===== config.mk =====
export PLATFORM = sky130hd
export DESIGN_NAME = edge_event_capture
export DESIGN_NICKNAME = d
export VERILOG_FILES = /design/src/rtl/edge_event_capture.sv
export SDC_FILE = /design/constraint.sdc
export NUM_CORES = 1
export LEC_CHECK = 0
export BUFFER_PORTS_ARGS = -buffer_cell sky130_fd_sc_hd__buf_2
export CAP_MARGIN = 10
export CORE_ASPECT_RATIO = 0.75
export CORE_UTILIZATION = 45
export DETAILED_ROUTE_END_ITERATION = 16
export MAX_ROUTING_LAYER = met4
export REMOVE_ABC_BUFFERS = 1
export SYNTH_ARGS = -nofsm -noshare
export SYNTH_HDL_FRONTEND = slang
export SYNTH_SLANG_ARGS = --single-unit

===== constraint.sdc =====
create_clock -name clk -period 2.5 [get_ports clk]
set_input_delay 0.125 -clock clk [delete_from_list [all_inputs] [get_ports clk]]
set_output_delay 0.125 -clock clk [all_outputs]
set_load 0.02 [all_outputs]

===== src/rtl/edge_event_capture.sv =====
// edge_event_capture: synchronises an asynchronous level, detects its edges
// and queues timestamped edge records in a show-ahead FIFO.
//
// Ports:
//   clk, rst_n       system clock, async active-low reset
//   i1               asynchronous level input
//   clr              synchronous soft clear (FIFO, o_ovf, timestamp)
//   o_valid/o_ready  head-record handshake (pop on o_valid & o_ready)
//   o_edge, o_ts     head record: 1 = rising, 0 = falling; timestamp
//   o_count          records held
//   o_ovf            sticky: an event was dropped on a full FIFO
// Option: EDGE_CAPTURE_GLITCH_FILTER_EN adds a third sync flop and
// requires two equal synchronised samples before an edge is accepted.
module edge_event_capture #(
  parameter int TS_W  = 8,
  parameter int DEPTH = 4
) (
  input  logic                   clk,
  input  logic                   rst_n,
  input  logic                   i1,
  input  logic                   clr,
  output logic                   o_valid,
  input  logic                   o_ready,
  output logic                   o_edge,
  output logic [TS_W-1:0]        o_ts,
  output logic [$clog2(DEPTH):0] o_count,
  output logic                   o_ovf
);
  localparam int AW = $clog2(DEPTH);

  logic s1_q, s2_q;
`ifdef EDGE_CAPTURE_GLITCH_FILTER_EN
  logic s3_q;
`endif
  logic            lvl_q, lvl_d;
  logic [1:0]      arm_q, arm_d;
  logic [TS_W-1:0] ts_q, ts_d;
  logic [AW:0]     wr_q, wr_d;
  logic [AW:0]     rd_q, rd_d;
  logic            ovf_q, ovf_d;
  logic            edge_mem_q [DEPTH];
  logic [TS_W-1:0] ts_mem_q [DEPTH];

  logic armed, det, empty, full, pop, push, drop;

  assign armed = arm_q[1];

`ifdef EDGE_CAPTURE_GLITCH_FILTER_EN
  assign det = armed & (s2_q == s3_q) & (s2_q != lvl_q);
`else
  assign det = armed & (s2_q != lvl_q);
`endif

  assign empty = (wr_q == rd_q);
  assign full  = (wr_q[AW] != rd_q[AW]) &
                 (wr_q[AW-1:0] == rd_q[AW-1:0]);
  assign pop   = ~empty & o_ready;
  assign push  = det & ~clr & (~full | pop);
  assign drop  = det & ~clr & full & ~pop;

  always_comb begin
    arm_d = armed ? arm_q : arm_q + 2'd1;
    // While unarmed, follow the value s2 is about to take so the
    // level present at reset release is absorbed, not reported.
    lvl_d = lvl_q;
    if (!armed) begin
      lvl_d = s1_q;
    end else if (det) begin
      lvl_d = s2_q;
    end
    ts_d  = clr ? '0 : ts_q + TS_W'(1);
    wr_d  = wr_q;
    rd_d  = rd_q;
    ovf_d = ovf_q;
    if (clr) begin
      wr_d  = '0;
      rd_d  = '0;
      ovf_d = 1'b0;
    end else begin
      if (pop)  rd_d = rd_q + (AW+1)'(1);
      if (push) wr_d = wr_q + (AW+1)'(1);
      if (drop) ovf_d = 1'b1;
    end
  end

  always_ff @(posedge clk or negedge rst_n) begin
    if (!rst_n) begin
      s1_q  <= 1'b0;
      s2_q  <= 1'b0;
`ifdef EDGE_CAPTURE_GLITCH_FILTER_EN
      s3_q  <= 1'b0;
`endif
      lvl_q <= 1'b0;
      arm_q <= 2'd0;
      ts_q  <= '0;
      wr_q  <= '0;
      rd_q  <= '0;
      ovf_q <= 1'b0;
    end else begin
      s1_q  <= i1;
      s2_q  <= s1_q;
`ifdef EDGE_CAPTURE_GLITCH_FILTER_EN
      s3_q  <= s2_q;
`endif
      lvl_q <= lvl_d;
      arm_q <= arm_d;
      ts_q  <= ts_d;
      wr_q  <= wr_d;
      rd_q  <= rd_d;
      ovf_q <= ovf_d;
    end
  end

  // Record storage needs no reset: outputs are masked while empty.
  always_ff @(posedge clk) begin
    if (push) begin
      edge_mem_q[wr_q[AW-1:0]] <= s2_q;
      ts_mem_q[wr_q[AW-1:0]]   <= ts_q;
    end
  end

  assign o_valid = ~empty;
  assign o_count = wr_q - rd_q;
  assign o_ovf   = ovf_q;
  assign o_edge  = ~empty & edge_mem_q[rd_q[AW-1:0]];
  assign o_ts    = empty ? '0 : ts_mem_q[rd_q[AW-1:0]];

endmodule


### Yosys cells after proc, flatten, opt, wreduce, memory -nomap -nowiden

Memories as Yosys holds them, arrays and structs flattened.
Cells that the tools add are included.

| word-level totals | value |
|---|---|
| logic and storage cells | 50 |
| output and inout bits | 14 |
| memories kept | 2 |
| bits in registers | 20 |
| RAM bits | 36 |
| bits of input ports | 5 |

| operators by class | value |
|---|---|
| reduce and logical (&&, ||, !) cells | 3 |
| mux-type cells | 13 |
| add/subtract/negate cells | 5 |
| equality and inequality tests | 5 |
| bitwise logic cells | 13 |

Memory list:

| name | words | width | read ports | clocked after memory_dff | write ports | line | RTL |
|---|---|---|---|---|---|---|---|
| ts_mem_q | 4 | 8 | 1 | 0 | 1 | 42 | `logic [TS_W-1:0] ts_mem_q [DEPTH];` |
| edge_mem_q | 4 | 1 | 1 | 0 | 1 | 41 | `logic edge_mem_q [DEPTH];` |

Operators with widths:

| operator | count |
|---|---|
| 8-bit 2-to-1 mux | 2 |
| 3-bit 2-to-1 mux | 4 |
| 8-bit by 1-bit adder with 8-bit output (second input constant) | 1 |
| 1-bit AND | 8 |
| 3-bit by 1-bit adder with 3-bit output (second input constant) | 2 |
| 1-bit 2-to-1 mux | 6 |
| 2-bit nonzero test | 3 |
| 1-bit NOT | 4 |
| 3-bit equality test | 1 |
| 3-bit subtractor | 1 |
| 2-bit by 1-bit adder with 2-bit output (second input constant) | 1 |
| 2-bit equality test | 1 |
| 2-bit 2-to-1 mux | 1 |
| 1-bit != test | 2 |
| 2-bit by 1-bit != test with 1-bit output (second input constant) | 1 |
| 1-bit bitwise OR | 1 |

### Longest topological paths before layout

Gate-level depths: netlist (run 1).

| depth | value |
|---|---|
| word-level depth | 7 |
| mapped depth | 7 |
| depth with buffers taken out | 5 |

### Worst setup path before layout (run 1)

OpenSTA, ideal clock, no wires.

| path | value |
|---|---|
| path kind | register -> register |
| start | reg rd_q[1] |
| end | mem edge_mem_q[0] (enable) |
| setup slack | 0.439 ns |
| stages on the path, launching flop included | 7 |
| data required time | 2.163 ns |
| arrival time | 1.724 ns |
| path buffers | 1 |
| period minus slack after synthesis | 2.061 ns |
| setup time | 0.337 ns |
| cell sequence | dfrtp_1 clkbuf_1 inv_1 ha_1 nand3b_1 o211a_1 and2_1 |

| on the way | value |
|---|---|
| word-level cells in the longest chain between the ends | 7 |
| elaborated cells between the ends (all ways) | 10 |
| classes of those cells | eq/ne (2); mux (2); bitwise (6) |

RTL lines:

| what | line | RTL |
|---|---|---|
| start: declaration | 39 | `logic [AW:0] rd_q, rd_d;` |
| start signal: assignment | 109 | `rd_q <= rd_d;` |
| 3-bit equality test or 2-bit equality test (tied branches) | 54, 56 |  |
| 1-bit NOT or 1-bit AND (tied branches) | 57, 55 |  |
| 1-bit AND or 1-bit NOT (tied branches) | 57, 58 |  |
| 1-bit bitwise OR * | 58 | `assign push = det & ~clr & (~full \| pop);` |
| 1-bit AND * | 58 |  |
| 1-bit 2-to-1 mux * | 116 | `if (push) begin` |
| 1-bit 2-to-1 mux (not written as such) * | 117 | `edge_mem_q[wr_q[AW-1:0]] <= s2_q;` |
| end: declaration | 41 |  |

Mark *: on every way between the ends. The rest lies on a longest branch, timed or not.

### Worst setup path after layout (run 1)

| path | value |
|---|---|
| start | reg wr_q[0] |
| end | out o_ts[3] |

| on the way | value |
|---|---|
| word-level cells in the longest chain between the ends | 2 |

RTL lines:

| what | line | RTL |
|---|---|---|
| start: declaration | 38 | `logic [AW:0] wr_q, wr_d;` |
| start signal: assignment | 108 | `wr_q <= wr_d;` |
| 3-bit equality test | 54 | `assign empty = (wr_q == rd_q);` |
| 8-bit 2-to-1 mux | 126 | `assign o_ts = empty ? '0 : ts_mem_q[rd_q[AW-1:0]];` |
| end: declaration | 25 | `output logic [TS_W-1:0] o_ts,` |

Every way passes these cells.

==> impl_metrics.yaml, run 1 <==
sta:
  holdWs_ns: 0.212
  hold_viol: 0
  clock.fmax_ghz: 0.437
  final.setup.tns_ns: 0
  fin_worst_skew_ns: 0.00491
  post-route-period-util: 0.916
  timing.final.crit_period_ns: 2.29
  tightest_slew_ns: 0.579
  slew_viol_final: 0
  setup_violations: 0
  slew_headroom: 0.614
  rsz0062_at_grt: "no"
floorplanning:
  coreArea_mm2: 0.00504
  die_area_mm2: 0.00572
  fp.dieH_um: 65.7
  rows: 22
  die_x_um: 87.0
  ios: 19
  start_util: 0.484
logic_synthesis:
  yosys.area_share.simple: 0.0975
  synth_edf_count: 36
  ys_warn_count: 0
  synth_compound_area_frac: 0.0385
  synth_top_family_by_area: "multiplexers"
  ys_ff_latch: 56
  synth_flop_cell: "edfxtp_1"
  synthCells: 155
  synth_fa_ha_area_frac: 0.0493
  synthXorXnorAreaFrac: 0.0282
  yosys.area.top_type: "edfxtp_1"
  synthArstFlopShare: 0.357
  ys_types: 35
  yosysSeqAreaShare: 0.649
  synth_area_per_cell_um2: 15.7
  muxShareOfSynthArea: 0.114
  synth.top_cell.area_share: 0.444
  syn-cell-area_mm2: 0.00244
  synth.top_cells.by_area: "edfxtp_1 44%, dfrtp_1 21%, mux4_2 5.5%"
clock_tree:
  post_cts_resized: 0
  cts_inserted_buffers: 5
  clockBufferDepth: 2
  clock-sinks: 56
  clk_pin_slew_worst_paths_ns: 0.09
  cts-root-buf: "clkbuf_8"
  clock_latency_ns: 0.30
  htreeDepth: 2
  cts_tree: "yes"
worst_setup_path:
  critPathCaptureType: "output port"
  cp.arrival_ns: 2.17
  critPathMaxStageDelay_ns: 0.51
  critical_path_class: "register to output port"
  path_depth: 6
  cpLargestDelayFamily: "simple AND/OR/NAND/NOR gates"
  cp_cell_sequence: "inv_1, ha_1, and2_1, and2_0, nor2b_1, buf_2"
  worstRegToRegCells: 5
  startpoint_type: "register"
  critical_path_required_ns: 2.38
  crit_buf_inv: 2
  crit_slowest_cell: "and2_0"
  r2r_slack_ns: 0.42
  crit_fanout: 10
power_and_ir_drop:
  p_switching_w: 0.000643
  power_leakage_nw: 1.07
  peakVddDrop_v: 0.000356
  switching_share: 0.297
  pwr-share-clk: 0.239
  p_seq_frac: 0.490
  powerDensity_mw_per_mm2: 793
  internal_power_w: 0.00152
  finalPower_w: 0.00217
  comb_power_share: 0.270
placement:
  portBuffers: 18
  dpl.cell_count: 243
  place_hpwl_mm: 2.96
  gp_congestion: 0.774
route:
  ant_nets: 0
  wl_per_cell_um: 15.9
  drc_errors: 0
  viasPerCell: 5.06
  routed_wl_mm: 4.03
  dr_total_vias: 1281
  drt_iter0_markers: 65
  drt-pass1-iter-count: 4
global_routing:
  grt_pass1_wl_mm: 6.65
  grt_pass1_vias: 1238
  grt_usage: 0.172
  overflow: 0
  grt_antenna_before_repair: 0
  grt_max_degree: 21
job:
  drv_cap: 0
layout:
  areaGrowthSynthToFinish_pct: 12.1
  drive_gt1_frac: 0.227
  final_nets: 194
  seqCellArea_mm2: 0.00158
  multi_input_area_um2: 798
  fin_cells: 253
  fillers: 412
  post-route-util: 0.542
  n_antenna_cell: 0
status:
  status: "completed"
hold_path:
  whs_path_depth: 2
  hp-class: "input port to register"
## synth_stat cells (all sizes together) (2+ instances only)
cell and count:
nand2b 4, xnor2 4, mux4 9, and2 5, a21oi 4, nor2b 13
mux2 3, mux2i 3, edfxtp 36, nor2 6, or3 3, nand3 3
dfrtp 20, buf 2, clkbuf 3, ha 8, nand2 4, xor2 3
o21ai 3, inv 8
## metal layers
| metal | routed length (µm) | track usage | vias to the layer above |
|---|---|---|---|
| met1 | 2210 | 0.255 | 644 |
| met2 | 1670 | 0.224 | 17 |
| li1 | - | - | 615 |
| met5 | 0 | - | - |
| met4 | 45 | 0.0500 | 0 |
| met3 | 108 | 0.0565 | 5 |
## power groups by stage
stage | Sequential, W | Combinational, W | Clock [W]
floorplan | 0.00110 | 0.000387 | 0
global placement | 0.00108 | 0.000584 | 0
detailed placement | 0.00108 | 0.000592 | 0
CTS | 0.00106 | 0.000596 | 0.000533
global route | 0.00107 | 0.000643 | 0.000569
finish | 0.00106 | 0.000586 | 0.000519
## cell families (layout without fill, tap and decap cells)
kind of cell | count (synthesis) | count (layout)
flip-flops | 56 | 56
AND/OR/NAND/NOR | 42 | 42
multiplexers | 15 | 15
AO/OA/AOI/OAI | 13 | 13
buffers and inverters | 13 | 39
adder cells (fa/ha/maj) | 9 | 9
XOR/XNOR | 7 | 7
## sequential cells by signal, summed over array words and instances (netlist names)
register / cells
lvl_q: 1
wr_q: 3
edge_mem_q: 4
rd_q: 3
arm_q: 2
ts_mem_q: 32
ts_q: 8
s2_q: 1
o_ovf: 1
s1_q: 1
## area by class of cell
class                           count  area share
Sequential cell                    56       0.579
Tap cell                           72      0.0330
Timing Repair Buffer               23      0.0485
Multi-Input combinational cell     86       0.292
Clock buffer                        8      0.0366
Inverter                            8      0.0110
## per-stage QoR
step	instance area, µm²	worst slack (ns)
4_1_cts	2730	0.189
6_report	2730	0.210
5_1_grt	2730	0.0542
2_1_floorplan	2410	0.516
3_5_place_dp	2610	0.440
3_3_place_gp	2610	0.522
## worst reg2reg max path: stages, from the launching register on
cell      delay, ns
dfrtp_1        0.43
inv_1          0.11
ha_1           0.34
nand3b_1       0.18
o211a_1        0.26
and2_1         0.43
## path summary, 6_finish.rpt
path	end	from
min in group asynchronous	wr_q[2]$_DFFE_PN0P_	rst_n
setup reg to reg	edge_mem_q[1]$_DFFE_PP_	wr_q[0]$_DFFE_PN0P_
hold / removal	ts_q[4]$_DFF_PN0_	clr
max in group asynchronous	o_ovf$_DFFE_PN0P_	rst_n
setup / recovery	o_ts[3]	wr_q[0]$_DFFE_PN0P_
hold reg to reg	s2_q$_DFF_PN0_	s1_q$_DFF_PN0_
## repair_timing
item                      4_1_cts  5_1_grt
buffers inserted                0        0
hold endpoints to repair       21        0
hold buffers                    2        0
## cell usage in the layout (no fill, tap or decap), types with 3 or more instances in the layout
cell type / instances
mux2_2: 3
mux4_2: 6
clkbuf_8: 7
mux2i_1: 3
dfrtp_1: 20
nand2b_1: 4
buf_4: 3
a21oi_1: 4
nand3_1: 3
xnor2_1: 3
nor2_1: 6
inv_1: 8
edfxtp_1: 36
xor2_1: 3
and2_1: 4
nor2b_1: 13
buf_2: 18
mux4_1: 3
nand2_1: 4
ha_1: 8
o21ai_0: 3
or3_1: 3
Power figures use the tool's default switching activity.
==> run 2, diff against run 1 <==
--- a/config.mk
+++ b/config.mk
@@ -8,6 +8,7 @@
 export BUFFER_PORTS_ARGS = -buffer_cell sky130_fd_sc_hd__buf_2
 export CAP_MARGIN = 10
 export CORE_ASPECT_RATIO = 0.75
+export CORE_MARGIN = 1.5
 export CORE_UTILIZATION = 45
 export DETAILED_ROUTE_END_ITERATION = 16
 export MAX_ROUTING_LAYER = met4
==> run 2 against run 1 <==
Cell count fell by 0.40%. Combinational power rose by 0.7%. Sequential power barely moved. Register-to-register slack barely moved. Clock power fell by 12%. Clock skew rose by 0.0041 ns. Sequential share of layout area rose by 0.53 points. Final area fell by 0.92%. Clock-buffer cell count fell by 3. Sequential cell count did not move. Critical endpoint is now o_ts[5]. Highest routed layer unchanged.
==> impl_metrics.yaml, run 2 (same netlist as run 1, synthesis figures left out) <==
status:
  status: "completed"
clock_tree:
  clock-sinks: 56
  clockBufferDepth: 2
  clock_latency_ns: 0.30
  cts_tree: "yes"
  cts-root-buf: "clkbuf_8"
  clk_pin_slew_worst_paths_ns: 0.09
  post_cts_resized: 0
  cts_inserted_buffers: 5
  htreeDepth: 2
  postCtsSetupBuffers: 0
job:
  drv_cap: 0
layout:
  postLayoutCellArea_mm2: 0.00271
  layout_commonest_cell: "edfxtp_1"
  seqCellArea_mm2: 0.00158
  fillers: 448
  layout_common_cells: "36 x edfxtp_1, 20 x dfrtp_1, 18 x buf_2"
  final_nets: 193
  n_antenna_cell: 0
  largest_reg_flops: 32
  multi_input_area_um2: 798
  areaGrowthSynthToFinish_pct: 11.1
  fin_cells: 252
  drive_gt1_frac: 0.222
route:
  drt_iter0_markers: 178
  ant_nets: 0
  drc_errors: 0
  viasPerCell: 5.09
  wl_per_cell_um: 16.3
  dr_total_vias: 1283
  routed_wl_mm: 4.10
  drt-pass1-iter-count: 4
floorplanning:
  coreArea_mm2: 0.00506
  die_area_mm2: 0.00587
  die_x_um: 88.0
  start_util: 0.481
  rows: 22
  fp.dieH_um: 66.7
  ios: 19
worst_setup_path:
  cp.arrival_ns: 2.18
  critical_path_class: "register to output port"
  regToRegEndpoint: "ts_mem_q[0][6]$_DFFE_PP_"
  critPathMaxStageDelay_ns: 0.53
  cp_cell_sequence: "inv_1, ha_1, and2_1, and2_0, nor2b_1, buf_2"
  worstRegToRegCells: 5
  crit_start: "wr_q[0]$_DFFE_PN0P_"
  critical_path_required_ns: 2.38
  crit_fanout: 10
  crit_end: "o_ts[5]"
  r2r_slack_ns: 0.41
  crit_slowest_cell: "and2_0"
  r2r_start: "wr_q[0]$_DFFE_PN0P_"
  startpoint_type: "register"
  critPathCaptureType: "output port"
sta:
  tightest_slew_ns: 0.608
  post-route-period-util: 0.923
  setup_violations: 0
  hold_viol: 0
  fin_worst_skew_ns: 0.00900
  final.setup.tns_ns: 0
  clock.fmax_ghz: 0.433
  timing.final.crit_period_ns: 2.31
  slew_headroom: 0.594
  slew_viol_final: 0
  rsz0062_at_grt: "no"
power_and_ir_drop:
  pwr-share-clk: 0.216
  power_leakage_nw: 1.06
  finalPower_w: 0.00211
  comb_power_share: 0.280
  p_switching_w: 0.000648
  peakVddDrop_v: 0.000313
  internal_power_w: 0.00146
  p_seq_frac: 0.504
  switching_share: 0.307
  powerDensity_mw_per_mm2: 779
global_routing:
  grt_antenna_before_repair: 0
  grt_max_degree: 21
  grt_pass1_vias: 1216
  grt_pass1_wl_mm: 6.71
  grt_usage: 0.167
  overflow: 0
placement:
  portBuffers: 18
  gp_congestion: 0.799
  place_area_mm2: 0.00261
  place_hpwl_mm: 2.91
  dpl.cell_count: 242
hold_path:
  hold_start: "clr"
  hp-class: "input port to register"
-- run 2: critical path: cells and delay by family, from the launching register on --
kind / cells / cell delay, ns
adder cells (fa/ha/maj): 1 / 0.32
AND/OR/NAND/NOR: 3 / 0.83
buffers and inverters: 2 / 0.29
flip-flops: 1 / 0.44
-- run 2: stage by stage --
stage | hold slack (ns) | setup slack [ns] | util
6_report | 0.218 | 0.192 | 0.535
5_1_grt | 0.233 | 0.0159 | 0.535
4_1_cts | 0.216 | 0.160 | 0.535
3_5_place_dp | 0.102 | 0.429 | 0.514
3_3_place_gp | 0.0973 | 0.527 | 0.514
2_1_floorplan | -0.171 | 0.516 | -
-- run 2: worst min-delay path by stage --
stage / slack [ns] / to / cells past startpoint
finish: 0.22 / ts_q[2]$_DFF_PN0_ / 2
global route: 0.23 / ts_q[4]$_DFF_PN0_ / 2
CTS: 0.22 / ts_q[2]$_DFF_PN0_ / 2
detailed placement: 0.10 / arm_q[1]$_DFF_PN0_ / 1
global placement: 0.1 / rd_q[2]$_DFFE_PN0P_ / 1
floorplan: -0.17 / arm_q[0]$_DFFE_PN0N_ / 0
-- run 2: cell type report --
cell class                      count  share of cell area
Sequential cell                    56               0.584
Clock buffer                        5              0.0254
Multi-Input combinational cell     86               0.295
Inverter                            8              0.0111
Tap cell                           72              0.0333
Clock inverter                      3             0.00508
Timing Repair Buffer               22              0.0462
-- run 2: power groups by stage --
stage                     clock network (W)  registers, W  logic [W]
after global placement                    0       0.00108   0.000583
after floorplan                           0       0.00110   0.000387
after detailed placement                  0       0.00108   0.000595
after CTS                          0.000467       0.00106   0.000600
final                              0.000455       0.00106   0.000590
after global routing               0.000506       0.00107   0.000648
-- run 2: what timing repair did --
| item | CTS | global route |
|---|---|---|
| hold endpoints to repair | 21 | 0 |
| setup endpoints to repair | 0 | 0 |
| hold buffers | 2 | 0 |
-- run 2: routing by layer --
layer  global-route usage  up-vias  part of all wire
li1                     -      613                 -
met1                0.259      639              0.56
met2                0.219       26              0.40
met3               0.0372        5             0.028
met4               0.0476        0             0.010
met5                    -        -                 0
